--- config.mk ---
export PLATFORM = sky130hd
export DESIGN_NAME = led_trail_pwm_flat
export DESIGN_NICKNAME = d
export VERILOG_FILES = /design/src/rtl/led_trail_pwm_pkg.sv /design/src/rtl/led_trail_pwm_if.sv /design/src/rtl/led_trail_pwm_channel.sv /design/src/rtl/led_trail_pwm.sv /design/src/flat_wrapper.sv
export SDC_FILE = /design/constraint.sdc
export NUM_CORES = 1
export LEC_CHECK = 0
export CAP_MARGIN = 15
export CORE_MARGIN = 8
export CORE_UTILIZATION = 50
export CTS_CLUSTER_DIAMETER = 120
export CTS_CLUSTER_SIZE = 24
export DETAILED_ROUTE_END_ITERATION = 8
export PLACE_DENSITY_LB_ADDON = 0.15
export SKIP_CTS_REPAIR_TIMING = 1
export SLEW_MARGIN = 20
export SYNTH_ARGS = -nofsm -noshare
export SYNTH_HDL_FRONTEND = slang
export SYNTH_SLANG_ARGS = --single-unit
--- constraint.sdc ---
create_clock -name clk -period 4.55 [get_ports clk]
set_clock_uncertainty 0.15 [all_clocks]
set_input_delay 0.91 -clock clk [delete_from_list [all_inputs] [get_ports clk]]
set_output_delay 0.91 -clock clk [all_outputs]
set_load 0.05 [all_outputs]
--- src/rtl/led_trail_pwm_pkg.sv ---
// Shared constants and helpers for the LED trail generator.
package led_trail_pwm_pkg;

    localparam logic MODE_WRAP   = 1'b0;
    localparam logic MODE_BOUNCE = 1'b1;

    // Head travel direction, only meaningful in bounce mode.
    typedef enum logic {
        DIR_UP   = 1'b0,
        DIR_DOWN = 1'b1
    } dir_e;

    // Ceiling log2, usable in constant expressions.
    function automatic int clog2(input int n);
        int r = 0;
        int v = 1;
        while (v < n) begin
            v = v << 1;
            r++;
        end
        return r;
    endfunction

    // Index width that never collapses to zero bits.
    function automatic int idx_width(input int n);
        return (n > 1) ? clog2(n) : 1;
    endfunction

endpackage

--- src/rtl/led_trail_pwm_if.sv ---
// Control and LED-drive bundle of the trail generator.
interface led_trail_pwm_if
    import led_trail_pwm_pkg::*;
#(
    parameter int NUM_LEDS = 4,
    parameter int POS_W    = idx_width(NUM_LEDS)
);
    logic                en;
    logic                mode;
    logic [NUM_LEDS-1:0] leds;
    logic [POS_W-1:0]    pos;
    logic                step;

    modport master (output en, mode, input leds, pos, step);
    modport slave  (input en, mode, output leds, pos, step);
endinterface

--- src/rtl/led_trail_pwm_channel.sv ---
// One PWM output: registered compare of brightness against the shared ramp.
module led_pwm_channel #(
    parameter int PWM_BITS = 4
) (
    input  logic                clk,
    input  logic                resetn,
    input  logic [PWM_BITS-1:0] b,
    input  logic [PWM_BITS-1:0] pwm_cnt,
    output logic                led
);

    // LED is on while the brightness exceeds the ramp; reset forces it dark at once.
    always_ff @(posedge clk or negedge resetn) begin
        if (!resetn) led <= 1'b0;
        else         led <= (b > pwm_cnt);
    end

endmodule

--- src/rtl/led_trail_pwm.sv ---
// LED chaser: a head walks across NUM_LEDS outputs leaving a geometrically fading tail.
module led_trail_pwm
    import led_trail_pwm_pkg::*;
#(
    parameter int NUM_LEDS    = 4,
    parameter int STEP_DIV    = 2500000,
    parameter int PWM_BITS    = 4,
    parameter int DECAY_SHIFT = 1
) (
    input  logic           clk,
    input  logic           resetn,
    led_trail_pwm_if.slave bus
);

    localparam int POS_W = idx_width(NUM_LEDS);
    localparam int PRE_W = idx_width(STEP_DIV);

    localparam logic [PRE_W-1:0]    PRE_LAST = PRE_W'(STEP_DIV - 1);
    localparam logic [POS_W-1:0]    LAST_POS = POS_W'(NUM_LEDS - 1);
    localparam logic [PWM_BITS-1:0] B_MAX    = '1;
    // Ramp stops one short of MAX so that MAX means "always on".
    localparam logic [PWM_BITS-1:0] PWM_LAST = PWM_BITS'((2 ** PWM_BITS) - 2);

    logic [PRE_W-1:0]                   presc;
    logic [PWM_BITS-1:0]                pwm_cnt;
    logic [POS_W-1:0]                   pos_q, pos_nxt;
    dir_e                               dir_q, dir_nxt;
    logic [NUM_LEDS-1:0][PWM_BITS-1:0]  b_q, b_nxt;
    logic                               step_q;
    logic                               tick;
    logic [NUM_LEDS-1:0]                leds_w;

    // The step fires on the edge that leaves the last prescaler count.
    assign tick = bus.en && (presc == PRE_LAST);

    // Step prescaler; holds its count while frozen so a resume finishes the period.
    always_ff @(posedge clk or negedge resetn) begin
        if (!resetn)     presc <= '0;
        else if (bus.en) presc <= (presc == PRE_LAST) ? '0 : presc + 1'b1;
    end

    // Free-running PWM ramp, independent of en so a frozen trail keeps glowing.
    always_ff @(posedge clk or negedge resetn) begin
        if (!resetn) pwm_cnt <= '0;
        else         pwm_cnt <= (pwm_cnt >= PWM_LAST) ? '0 : pwm_cnt + 1'b1;
    end

    // Trail state register: head, direction, brightness and the step strobe.
    always_ff @(posedge clk or negedge resetn) begin
        if (!resetn) begin
            pos_q  <= '0;
            dir_q  <= DIR_UP;
            b_q    <= '0;
            b_q[0] <= B_MAX;
            step_q <= 1'b0;
        end else begin
            pos_q  <= pos_nxt;
            dir_q  <= dir_nxt;
            b_q    <= b_nxt;
            step_q <= tick;
        end
    end

    // Head movement and decay; mode is only looked at on a step.
    always_comb begin
        pos_nxt = pos_q;
        dir_nxt = dir_q;
        b_nxt   = b_q;
        if (tick) begin
            if (NUM_LEDS == 1) begin
                pos_nxt = '0;
                dir_nxt = DIR_UP;
            end else if (bus.mode == MODE_WRAP) begin
                // Wrap always travels upward, even if we were bouncing down.
                dir_nxt = DIR_UP;
                pos_nxt = (pos_q == LAST_POS) ? '0 : pos_q + 1'b1;
            end else if (dir_q == DIR_UP) begin
                if (pos_q == LAST_POS) begin
                    dir_nxt = DIR_DOWN;
                    pos_nxt = LAST_POS - 1'b1;
                end else begin
                    pos_nxt = pos_q + 1'b1;
                end
            end else begin
                if (pos_q == '0) begin
                    dir_nxt = DIR_UP;
                    pos_nxt = POS_W'(1);
                end else begin
                    pos_nxt = pos_q - 1'b1;
                end
            end
            // New head is lit fully; everything else dims.
            for (int i = 0; i < NUM_LEDS; i++) begin
                if (pos_nxt == POS_W'(i)) b_nxt[i] = B_MAX;
                else                      b_nxt[i] = b_q[i] >> DECAY_SHIFT;
            end
        end
    end

    for (genvar g = 0; g < NUM_LEDS; g++) begin : g_ch
        led_pwm_channel #(.PWM_BITS(PWM_BITS)) u_ch (
            .clk     (clk),
            .resetn  (resetn),
            .b       (b_q[g]),
            .pwm_cnt (pwm_cnt),
            .led     (leds_w[g])
        );
    end

    assign bus.leds = leds_w;
    assign bus.pos  = pos_q;
    assign bus.step = step_q;

endmodule

--- src/flat_wrapper.sv ---
// flat-port wrapper written by rule: the top's interface ports become plain ports
module led_trail_pwm_flat import led_trail_pwm_pkg::*;
#(
    parameter int NUM_LEDS    = 4,
    parameter int STEP_DIV    = 2500000,
    parameter int PWM_BITS    = 4,
    parameter int DECAY_SHIFT = 1
)
  (clk, resetn, bus_en, bus_mode, bus_leds, bus_pos, bus_step);
  led_trail_pwm_if #(.NUM_LEDS(NUM_LEDS)) bus_i ();
  input  logic clk;
  input  logic resetn;
  input wire logic [$bits(bus_i.en)-1:0] bus_en;
  input wire logic [$bits(bus_i.mode)-1:0] bus_mode;
  output wire logic [$bits(bus_i.leds)-1:0] bus_leds;
  output wire logic [$bits(bus_i.pos)-1:0] bus_pos;
  output wire logic [$bits(bus_i.step)-1:0] bus_step;
  assign bus_i.en = bus_en;
  assign bus_i.mode = bus_mode;
  assign bus_leds = bus_i.leds;
  assign bus_pos = bus_i.pos;
  assign bus_step = bus_i.step;
  led_trail_pwm #(.NUM_LEDS(NUM_LEDS), .STEP_DIV(STEP_DIV), .PWM_BITS(PWM_BITS), .DECAY_SHIFT(DECAY_SHIFT)) u_core (.clk(clk), .resetn(resetn), .bus(bus_i));
endmodule
==> flow_summary.json, run 1 <==
{
  "vias": 1947,
  "min_period_ns": 2.626,
  "ys_seq_area_frac": 0.4456,
  "synth_edf_count": 0,
  "io_pins": 11,
  "finalCritPeriodShare": 0.5771,
  "crit_path_top_delay_cell": "clkdlybuf4s50_1",
  "sw_frac_of_total": 0.2500,
  "p_int_mw": 0.6627,
  "drv_slew": 0,
  "final_area_sq_mm": 0.003072,
  "wl_microns": 5098,
  "ys_types": 48,
  "setup_ws_ns": 1.924,
  "cp_slowest_stage_delay_ns": 0.83,
  "cts.path.max_buffers": 2,
  "drv_cap": 0,
  "syn_nets": 290,
  "synth-seq-cells": 50,
  "antenna_found_initial": 0,
  "synth_top_cell_by_area": "dfrtp_1",
  "post_drt_via_cell_ratio": 5.611,
  "startpoint_type": "flop",
  "cp_top_family": "buffers and inverters",
  "drt-initial-drc-count": 67,
  "final_hold_viol_count": 0,
  "synth.top_cell.area_share": 0.4083,
  "status": "complete, no violations",
  "cp_data_arrival_time_ns": 1.57,
  "cts_buffers": 5,
  "clock_latency_ns": 0.31,
  "first_pass_iters": 4,
  "synthArstFlopShare": 1.000,
  "avgSynthCellArea_sq_um": 10.68,
  "cellLeakagePower_nw": 1.444,
  "place_ws_ns": 1.689,
  "tightestPinTransition_ns": 0.6499,
  "finalNetCount": 300,
  "grt_pass1_wl_microns": 9266,
  "setup_viol": 0,
  "die_area_sq_mm": 0.008296,
  "dieHeight_microns": 91.09,
  "clock-root-buffer": "clkbuf_8",
  "grt_usage": 0.1338,
  "area_delta_synth_final_pct": 8.966,
  "ys.flop_type": "dfrtp_1",
  "peakVddDrop_mv": 0.1981,
  "row_count": 27,
  "die_x_microns": 91.09,
  "path_clk_slew_ns": 0.10,
  "power.net_switching_mw": 0.2209,
  "ys_warn_count": 0,
  "dpl-instance-area_sq_mm": 0.002962,
  "syn_area_sq_mm": 0.002819,
  "path_cells": "clkdlybuf4s50_1",
  "portBuffers": 10,
  "wl_per_cell_microns": 14.69,
  "maxSlewHeadroom": 0.5647,
  "num_antenna_cells": 0,
  "place_hpwl_microns": 3692,
  "place_congestion": 0.7781,
  "finalPower_mw": 0.8835,
  "grt_max_degree": 51,
  "rsz0062_at_grt": "no",
  "p_seq_frac": 0.567,
  "fin_setup_tns_ns": 0,
  "ant_nets": 0,
  "syn_inst": 264,
  "combinationalPowerShare": 0.078,
  "initial_utilization": 0.5151,
  "pwr_density_cell_mw_per_mm2": 287.6,
  "cts_tree": "done",
  "worst_setup_path_end_kind": "output pin",
  "holdCritPathClass": "reg -> reg",
  "drive_above_1_share": 0.1164,
  "drc_errors": 0,
  "synth_area_leaders": "dfrtp_1 41%, ha_1 9.8%, dfstp_2 3.7%",
  "p_clk_frac": 0.354,
  "crit_buf_inv": 1,
  "core_sq_mm": 0.005473,
  "fin_util": 0.5613,
  "path_max_fanout": 5,
  "path_class": "reg -> out",
  "cp.required_ns": 3.49,
  "cts-htree-levels": 2,
  "cts_sinks": 50,
  "grt_pass1_vias": 2018,
  "fmax_mhz": 380.8,
  "grt_overflow_total": 0
}
-- stage by stage --
step	hold slack [ns]	instances
floorplan	0.3203	264
global placement	0.3438	339
detailed placement	0.3544	339
CTS	0.3709	347
global route	0.3991	347
finish	0.3700	347
-- kinds of logic (layout without fill, tap and decap cells) --
logic type                 Yosys count  in the layout  share of synthesized area
DFF                                 50             50                     0.4456
AOI/OAI and AO/OA                   48             48                     0.1127
buffers and inverters               27             38                    0.04438
muxes                               13             13                    0.05060
and+or+nand+nor                     87             87                     0.1962
adders and majority gates           22             22                    0.09765
xor gates and xnor gates            17             17                    0.05282
-- Yosys cell counts, types with 2 or more instances --
| master | n |
|---|---|
| nand3_1 | 9 |
| o21bai_1 | 6 |
| nand2_1 | 15 |
| or2_1 | 2 |
| and4_1 | 3 |
| nor3_1 | 5 |
| nor4_1 | 5 |
| and4b_1 | 2 |
| nand4_2 | 2 |
| nand4_1 | 10 |
| o21ai_0 | 7 |
| a31o_2 | 3 |
| nor2_1 | 14 |
| inv_1 | 18 |
| dfstp_2 | 4 |
| o21a_1 | 12 |
| ha_1 | 22 |
| nor2b_1 | 4 |
| mux2_2 | 6 |
| o31ai_1 | 2 |
| o21ai_1 | 3 |
| a21oi_1 | 8 |
| xnor2_1 | 12 |
| nand2b_1 | 3 |
| mux2i_1 | 6 |
| dfrtp_1 | 46 |
| xor2_1 | 5 |
| and3_1 | 3 |
| buf_4 | 4 |
| a21o_1 | 3 |
| clkbuf_1 | 3 |
-- power groups by stage --
stage               Sequential [mW]  Clock [mW]  Combinational (mW)
finish                        0.501       0.313              0.0692
global route                  0.505       0.340              0.0797
CTS                           0.501       0.322              0.0707
detailed placement            0.510           0              0.0705
global placement              0.510           0              0.0692
floorplan                     0.501           0              0.0501
-- placed cells by master (no fill, tap or decap), types with 7 or more instances in the layout --
cell              n
inv_1            18
nand3_1           9
o21ai_0           7
dfrtp_1          46
a21oi_1           8
nand4_1          10
nor2_1           14
ha_1             22
xnor2_1          12
clkdlybuf4s50_1   9
o21a_1           12
nand2_1          15
-- cell type report --
| class | instances | area, sq um |
|---|---|---|
| clock buffers | 6 | 72.57 |
| flip-flops and latches | 50 | 1256 |
| clock inverters | 2 | 37.54 |
| inverters | 18 | 67.56 |
| well taps | 72 | 90.09 |
| repair buffers | 12 | 110.1 |
| fillers | 485 | 2401 |
| multi-input cells | 187 | 1438 |
-- state kept, by name, summed over array words and instances (netlist names) --
register / count
u_core.presc: 22
u_core.b_q: 16
u_core.g_ch.u_ch.led: 4
u_core.pwm_cnt: 4
u_core.bus.pos: 2
u_core.bus.step: 1
u_core.dir_q: 1
-- worst paths after layout --
path / cells after the start / end / slack [ns] / from
max in group asynchronous: 2 / u_core.presc[11]$_DFFE_PN0P_ / 3.26 / resetn
hold / removal: 1 / u_core.pwm_cnt[2]$_DFF_PN0_ / 0.37 / u_core.pwm_cnt[2]$_DFF_PN0_
hold reg to reg: 1 / u_core.pwm_cnt[2]$_DFF_PN0_ / 0.37 / u_core.pwm_cnt[2]$_DFF_PN0_
setup / recovery: 1 / bus_pos[0] / 1.92 / u_core.bus.pos[0]$_DFFE_PN0P_
setup reg to reg: 4 / u_core.b_q[10]$_DFFE_PN0P_ / 2.43 / u_core.presc[20]$_DFFE_PN0P_
min in group asynchronous: 2 / u_core.pwm_cnt[0]$_DFF_PN0_ / 0.53 / resetn
-- routing by layer --
layer	track usage	part of all wire	vias up
met5	0	0	-
met4	0.05321	0.013	0
met3	0.02716	0.023	8
met2	0.2364	0.50	21
met1	0.1547	0.47	951
li1	-	-	967
Power figures use the tool's default switching activity.
==> run 2, diff against run 1 <==
- clock period: 4.55 -> 2.7 ns (I/O delays scaled with it)
==> flow_summary.json, run 2 (synthesis gave the netlist of run 1 again) <==
{
  "path_cells": "clkdlybuf4s50_1",
  "die_area_sq_mm": 0.008296,
  "min_period_ns": 2.242,
  "fmax_mhz": 445.9,
  "cts_sinks": 50,
  "cellLeakagePower_nw": 1.471,
  "grt_usage": 0.1304,
  "fillerInstances": 484,
  "area_delta_synth_final_pct": 10.56,
  "finalNetCount": 306,
  "grt_pass1_wl_microns": 9066,
  "post_drt_via_cell_ratio": 5.467,
  "register_area_sq_mm": 0.001256,
  "io_pins": 11,
  "cp_slowest_stage_delay_ns": 0.83,
  "cts.path.max_buffers": 2,
  "status": "complete, no violations",
  "vias": 1930,
  "path_class": "reg -> out",
  "crit_buf_inv": 1,
  "grt_pass1_vias": 1971,
  "cp.required_ns": 2.01,
  "cp_data_arrival_time_ns": 1.55,
  "grt_max_degree": 51,
  "cp_top_family": "buffers and inverters",
  "startpoint_type": "flop",
  "cts-htree-levels": 2,
  "wl_microns": 5113,
  "tightestPinTransition_ns": 0.6346,
  "cts_tree": "done",
  "holdCritPathClass": "in -> async",
  "drt-initial-drc-count": 61,
  "top_register": "u_core.presc",
  "portBuffers": 10,
  "first_pass_iters": 4,
  "num_antenna_cells": 0,
  "layout_common_cells": "46 x dfrtp_1, 22 x ha_1, 18 x inv_1",
  "finalCritPeriodShare": 0.8305,
  "cts_buffers": 5,
  "fin_setup_tns_ns": 0,
  "drc_errors": 0,
  "dpl-instance-area_sq_mm": 0.003007,
  "path_clk_slew_ns": 0.09,
  "ant_nets": 0,
  "drv_slew": 0,
  "grt_overflow_total": 0,
  "layout_commonest_cell": "dfrtp_1",
  "largest_reg_flops": 22,
  "rsz0062_at_grt": "no",
  "worst_setup_path_end_kind": "output pin",
  "largest_registers": "u_core.presc (22), u_core.b_q (16)",
  "wl_per_cell_microns": 14.48,
  "dieHeight_microns": 91.09,
  "multi_input_area_sq_mm": 0.001438,
  "setup_viol": 0,
  "path_max_fanout": 5,
  "drv_cap": 0,
  "clock_latency_ns": 0.30,
  "clock-root-buffer": "clkbuf_8",
  "initial_utilization": 0.5151,
  "final_area_sq_mm": 0.003117,
  "antenna_found_initial": 0,
  "place_congestion": 0.8214,
  "pwr_density_cell_mw_per_mm2": 480.5,
  "row_count": 27,
  "final_hold_viol_count": 0,
  "peakVddDrop_mv": 0.3406,
  "die_x_microns": 91.09,
  "drive_above_1_share": 0.1352,
  "crit_path_top_delay_cell": "clkdlybuf4s50_1",
  "core_sq_mm": 0.005473,
  "maxSlewHeadroom": 0.5769,
  "place_hpwl_microns": 3774
}
## run 2: power breakdown
part	internal (mW)	switching (mW)	total (mW)	leakage [nW]
Sequential	0.787	0.0611	0.848	0.622
Clock	0.277	0.249	0.526	0.0514
Combinational	0.0586	0.0649	0.123	0.797
## run 2: layout make-up
cell class,count,area share
timing repair buffer,18,0.04978
tap,72,0.02890
sequential,50,0.4030
multi-input combinational,187,0.4613
clock buffer,6,0.02328
clock inverter,2,0.01204
inverter,18,0.02168
## run 2: routing by layer
layer  vias to the layer above  routed length, microns  part of all wire  track usage
met2                        10                    2593              0.51       0.2316
met1                       946                    2363              0.46       0.1542
li1                        970                       -                 -            -
met5                         -                       0                 0            0
met3                         4                     112             0.022      0.02963
met4                         0                      44            0.0086      0.03411
## run 2: worst paths after layout
check	start	endpoint	slack [ns]	cells after the start
max	u_core.bus.pos[0]$_DFFE_PN0P_	bus_pos[0]	0.46	1
min	resetn	u_core.pwm_cnt[0]$_DFF_PN0_	0.18	2
max reg2reg	u_core.presc[9]$_DFFE_PN0P_	u_core.b_q[10]$_DFFE_PN0P_	0.56	4
min reg2reg	u_core.pwm_cnt[3]$_DFF_PN0_	u_core.pwm_cnt[3]$_DFF_PN0_	0.37	1
max in group asynchronous	resetn	u_core.presc[4]$_DFFE_PN0P_	1.79	2
min in group clk	u_core.pwm_cnt[3]$_DFF_PN0_	u_core.pwm_cnt[3]$_DFF_PN0_	0.37	1
## run 2: per-stage QoR
stage | std cells | hold slack, ns | power [mW] | utilization | setup slack (ns)
3_5_place_dp | 345 | 0.3574 | 0.9863 | 0.5494 | 0.3244
5_1_grt | 353 | 0.2357 | 1.565 | 0.5695 | 0.4151
2_1_floorplan | 264 | 0.09441 | 0.9291 | - | 0.4682
6_report | 353 | 0.1783 | 1.497 | 0.5695 | 0.4575
4_1_cts | 353 | 0.2087 | 1.512 | 0.5695 | 0.4426
3_3_place_gp | 345 | 0.3420 | 0.9852 | 0.5494 | 0.3582
